## src/rtl/sram_arb_pkg.sv

```systemverilog
// Shared types and default sizing for the SRAM port arbiter.
package sram_arb_pkg;

    typedef enum logic [0:0] {
        IDLE   = 1'b0,
        LOCKED = 1'b1
    } arb_state_e;

    localparam int DEF_NREQ      = 4;
    localparam int DEF_DEPTH     = 8;
    localparam int DEF_WIDTH     = 128;
    localparam int DEF_MAX_BURST = 4;

endpackage

```

## src/rtl/rr_pick.sv

```systemverilog
// Rotating priority picker: first set bit of req at or after start, wrapping modulo N.
module rr_pick #(
    parameter int N = 4,
    parameter int W = 2
) (
    input  logic [N-1:0] req,
    input  logic [W-1:0] start,
    output logic [N-1:0] grant
);

    always_comb begin
        int   j;
        logic found;
        grant = '0;
        found = 1'b0;
        j     = 0;
        for (int i = 0; i < N; i++) begin
            j = int'(start) + i;
            if (j >= N) j = j - N;
            if (!found && req[j]) begin
                grant[j] = 1'b1;
                found    = 1'b1;
            end
        end
    end

endmodule

```

## src/rtl/sram_port_arb.sv

```systemverilog
// Single-port SRAM arbiter: round-robin grant with optional locked bursts.
// Define SRAM_ARB_HIPRI_EN to give requester 0 absolute priority while idle.
//   state  | meaning
//   IDLE   | round-robin (or hi-pri) arbitration among all requesters
//   LOCKED | only owner is eligible until lock drops, burst ends or owner idles
module sram_port_arb
    import sram_arb_pkg::*;
#(
    parameter int NREQ      = DEF_NREQ,
    parameter int DEPTH     = DEF_DEPTH,
    parameter int WIDTH     = DEF_WIDTH,
    parameter int MAX_BURST = DEF_MAX_BURST,
    localparam int AW = (DEPTH > 1) ? $clog2(DEPTH) : 1,
    localparam int PW = (NREQ > 1) ? $clog2(NREQ) : 1,
    localparam int BW = $clog2(MAX_BURST + 1)
) (
    input  logic                      clk,
    input  logic                      rst,
    input  logic [NREQ-1:0]           req_val,
    input  logic [NREQ-1:0]           req_we,
    input  logic [NREQ-1:0]           req_lock,
    input  logic [NREQ-1:0][AW-1:0]   req_addr,
    input  logic [NREQ-1:0][WIDTH-1:0] req_wdata,
    output logic [NREQ-1:0]           req_rdy,
    output logic [NREQ-1:0]           rsp_val,
    output logic [WIDTH-1:0]          rsp_data,
    output logic                      sram_ce_b,
    output logic                      sram_we_b,
    output logic [AW-1:0]             sram_addr,
    output logic [WIDTH-1:0]          sram_data_in,
    input  logic [WIDTH-1:0]          sram_data_out
);

    arb_state_e     state;
    logic [PW-1:0]  rr_ptr;
    logic [PW-1:0]  owner;
    logic [BW-1:0]  beat_cnt;
    logic [NREQ-1:0] rr_grant;
    logic [NREQ-1:0] grant;
    logic [PW-1:0]  gidx;
    logic [PW-1:0]  nxt_ptr;
    logic           xfer;

    rr_pick #(.N(NREQ), .W(PW)) u_rr_pick (
        .req   (req_val),
        .start (rr_ptr),
        .grant (rr_grant)
    );

    always_comb begin
        grant = '0;
        if (!rst) begin
            if (state == LOCKED) begin
                grant[owner] = req_val[owner];
            end else begin
`ifdef SRAM_ARB_HIPRI_EN
                if (req_val[0]) grant[0] = 1'b1;
                else            grant    = rr_grant;
`else
                grant = rr_grant;
`endif
            end
        end
    end

    always_comb begin
        gidx = '0;
        for (int i = 0; i < NREQ; i++) begin
            if (grant[i]) gidx = PW'(i);
        end
    end

    assign xfer         = |grant;
    assign nxt_ptr      = (gidx == PW'(NREQ - 1)) ? '0 : gidx + PW'(1);
    assign req_rdy      = grant;
    assign sram_ce_b    = ~xfer;
    assign sram_we_b    = ~(xfer & req_we[gidx]);
    assign sram_addr    = xfer ? req_addr[gidx]  : '0;
    assign sram_data_in = xfer ? req_wdata[gidx] : '0;
    // SRAM read data lands one clock after the access, aligned with rsp_val.
    assign rsp_data     = (|rsp_val) ? sram_data_out : '0;

    always_ff @(posedge clk or posedge rst) begin
        if (rst) begin
            state    <= IDLE;
            rr_ptr   <= '0;
            owner    <= '0;
            beat_cnt <= '0;
            rsp_val  <= '0;
        end else begin
            rsp_val <= grant & ~req_we;
            if (xfer) rr_ptr <= nxt_ptr;
            case (state)
                IDLE: begin
                    if (xfer && req_lock[gidx] && (MAX_BURST > 1)) begin
                        state    <= LOCKED;
                        owner    <= gidx;
                        beat_cnt <= BW'(1);
                    end
                end
                LOCKED: begin
                    if (!xfer || !req_lock[owner] || (beat_cnt == BW'(MAX_BURST - 1))) begin
                        state    <= IDLE;
                        beat_cnt <= '0;
                    end else begin
                        beat_cnt <= beat_cnt + BW'(1);
                    end
                end
                default: state <= IDLE;
            endcase
        end
    end

endmodule

```

## config.mk

```make
export PLATFORM = sky130hd
export DESIGN_NAME = sram_port_arb
export DESIGN_NICKNAME = d
export VERILOG_FILES = /design/src/rtl/sram_arb_pkg.sv /design/src/rtl/rr_pick.sv /design/src/rtl/sram_port_arb.sv
export SDC_FILE = /design/constraint.sdc
export NUM_CORES = 1
export LEC_CHECK = 0
export ABC_AREA = 1
export CORE_AREA = 2 2 364 366
export CTS_BUF_LIST = sky130_fd_sc_hd__clkbuf_4 sky130_fd_sc_hd__clkbuf_8
export DETAILED_ROUTE_END_ITERATION = 8
export DIE_AREA = 0 0 366 368
export PLACE_DENSITY = 0.36
export SLEW_MARGIN = 15
export SYNTH_ARGS = -nofsm -noshare
export SYNTH_HDL_FRONTEND = slang
export SYNTH_SLANG_ARGS = --single-unit
```

## constraint.sdc

```tcl
create_clock -name clk -period 3.4 [get_ports clk]
set_input_delay 0.51 -clock clk [delete_from_list [all_inputs] [get_ports clk]]
set_output_delay 0.51 -clock clk [all_outputs]
set_load 0.005 [all_outputs]
```

==> summary.txt <==
Run status
  • Run status: finished, violations left
  • Failing checks: setup timing

Die
  • Die footprint: 134700 um^2
  • Die Ht: 368 um
  • # IOs: 935
  • Starting density of the core: 6.203%
  • Row count: 133
  • Die X: 366 um
  • Area of the core: 130800 um^2

Clocking
  • Sink Count: 12
  • Clock latency on the worst-skew pair: 240 ps
  • TritonCTS clock tree: yes
  • Clock-pin slew on the worst setup and hold paths: 50 ps
  • CTS Buf Count: 3
  • CTS Buffer Depth: 2
  • H-tree levels: 1
  • Root buffer cell: clkbuf_8

Run
  • Number of max-cap violations: 0

Final layout
  • Area Growth Syn to Fin: 184.4%
  • Final #Nets: 3087
  • Multi-input gate area: 6475 um^2
  • Commonest non-fill, non-tap cell in the layout: clkdlybuf4s50_1
  • Reg area: 300.3 um^2
  • Most frequent cells in the layout: clkdlybuf4s50_1 (798), inv_1 (276), nand2_1 (164)
  • Fraction of layout cells with a size suffix above 1: 28.50%
  • Util after Layout: 17.64%
  • Fillers: 15010
  • Non-filler cells, final: 4175

Placement
  • Gpl congestion: 0.8778
  • Hpwl dp: 80020 um
  • Port bufs: 934
  • Cells after DPL: 4075

Critical path
  • Startpoint type of the worst setup path: register
  • Top delay family on crit path: buffers and inverters
  • CP max stage delay: 390 ps
  • Required @ worst endpoint: 2890 ps
  • Slowest CP cell: dfrtp_1
  • Max FO, Critical Path: 6
  • Worst Setup End Kind: output port
  • Data arrival, critical path: 3100 ps
  • CP Cell Sequence: inv_2 -> ha_4 -> inv_4 -> nand3_2 -> nand2_2 -> nand2_2 -> nor2_4 -> nand2_2 -> nand3_4 -> nand2_8 -> nand2_8 -> buf_12 -> buf_12 -> buf_16 -> buf_8 -> buf_16 -> o21ai_0 -> o21bai_1 -> a21oi_2 -> buf_12
  • Critical path class: register to output port
  • CP bufs+invs: 8

Global route
  • Initial antenna violation count: 41
  • Vias in the first global route: 13970
  • Grt ovf: 0
  • First-pass GRT wire length: 123600 um
  • Largest net degree at the start of global routing: 63
  • GRT Overall Usage: 13.23%

Timing
  • Final period utilization: 106.1%
  • Hold slack: 511.2 ps
  • Worst relative slew slack: 73.30%
  • Worst Tran Pin Value: 399.6 ps
  • Endpoints failing setup: 90
  • Fmax: 0.2771 GHz
  • Final max-slew violation count: 0
  • Fin crit period: 3609 ps
  • RSZ-0062 raised after global routing: yes
  • Hold Fails Final Rpt: 0
  • Post-route worst setup slack: -208.9 ps
  • Clk_skew: 1.337 ps

Routing
  • WL per Instance: 22.63 um
  • Drt drc: 0
  • Vias per cell: 3.202
  • First-pass iteration count of the detailed router: 4
  • Via count: 13370
  • Final wirelength: 94490 um
  • DRT antenna net count: 0
  • DR iter-0 viols: 556

Synth
  • Synth Net Count: 1993
  • Post-Syn Instances: 1321
  • #FFs+latches synth: 12
  • Synth warn: 0
  • Mapped Area: 8113 um^2
  • Avg Inst Size Synth: 6.141 um^2
  • Post-synth cell types: 36
  • Register area share after synthesis: 3.701%

Power and ir drop
  • Power per standard cell area: 1319 nW/um^2
  • Lkg Pwr: 9.582 nW
  • Peak VDD IR: 0.0004935 V

Min path
  • Worst Hold Class: register to register
[logic make-up after synthesis]
| kind of cell | share of synthesized area [%] |
|---|---|
| AOI/OAI and AO/OA | 52.17 |
| adders and majority gates | 0.9253 |
| buffers and inverters | 24.49 |
| DFF | 3.701 |
| and+or+nand+nor | 18.71 |
[power breakdown]
group / internal (mW) / switching (mW) / leakage, nW / total [mW]
clock: 0.102 / 0.0500 / 0.0288 / 0.152
combinational: 15.2 / 14.8 / 9.40 / 30.0
sequential: 0.194 / 0.0546 / 0.156 / 0.248
[path summary, 6_finish.rpt]
kind                                         startpoint                 endpoint  slack (ps)  depth (start not counted)
min in group asynchronous                           rst    rr_ptr[0]$_DFFE_PP0P_         810                          4
worst min-delay path            beat_cnt[2]$_DFFE_PP0P_  beat_cnt[2]$_DFFE_PP0P_         510                          2
worst min register to register  beat_cnt[2]$_DFFE_PP0P_  beat_cnt[2]$_DFFE_PP0P_         510                          2
worst max register to register    rr_ptr[0]$_DFFE_PP0P_  beat_cnt[0]$_DFFE_PP0P_         550                         20
worst max-delay path              rr_ptr[0]$_DFFE_PP0P_         sram_data_in[32]        -210                         20
max in group asynchronous                           rst  beat_cnt[2]$_DFFE_PP0P_        2440                          4
[flip-flops by register name, summed over array words and instances, names as in the netlist]
name / count
beat_cnt: 3
rr_ptr: 2
owner: 2
state: 1
rsp_val: 4
[layout make-up]
class | count | share of cell area (%)
multi-input combinational | 908 | 28.07
inverter | 284 | 4.794
tap | 1755 | 9.518
sequential | 12 | 1.302
timing repair buffer | 1205 | 55.94
antenna | 6 | 0.06508
timing repair inverter | 1 | 0.07051
clock buffer | 4 | 0.2386
[worst min-delay path, stage by stage (launching register included)]
cell and delay [ps]:
dfrtp_1 350, nand3_1 80, nand2_1 50
[per-layer routing]
layer	up-vias	global-route usage (%)	routed length, um
li1	6517	-	-
met1	6154	16.87	41570
met2	593	22.65	44910
met3	72	4.156	7072
met4	32	0.7518	741
met5	-	0	195
[repair_timing]
item,4_1_cts,5_1_grt
gates cloned,15,5
hold buffers,0,0
resized for setup,494,62
endpoints found under the setup margin,134,133
setup buffers,66,15
pin swaps,52,31
[per-stage QoR]
step	TNS [ps]	area (um^2)	power, mW	setup slack [ps]
6_report	-6312	23070	30.43	-208.9
5_1_grt	-30060	23060	32.58	-361.8
4_1_cts	-15370	22670	30.70	-242.6
3_5_place_dp	-82740	20890	25.81	-1013
3_3_place_gp	-87910	20890	25.94	-1026
2_1_floorplan	0	8113	10.31	513.2
[cell usage after synthesis (all sizes together)]
library cell  instances  area share (%)
dfrtp                12             3.7
clkbuf               36             2.4
a311oi                1            0.11
o21ai               137             8.5
nand2               182             9.2
ha                    6            0.93
o211ai              131              18
buf                  81             8.8
o22ai                 1           0.077
or2                   2            0.15
inv                 282              13
clkinv                2            0.15
a31oi                 1           0.077
nand4                 2            0.15
o21bai              131              12
nand3                31             2.2
nor4                  1           0.077
nor2                146             6.9
a22oi                 1           0.093
a21oi               135              13
(Power assumes the default switching activity.)
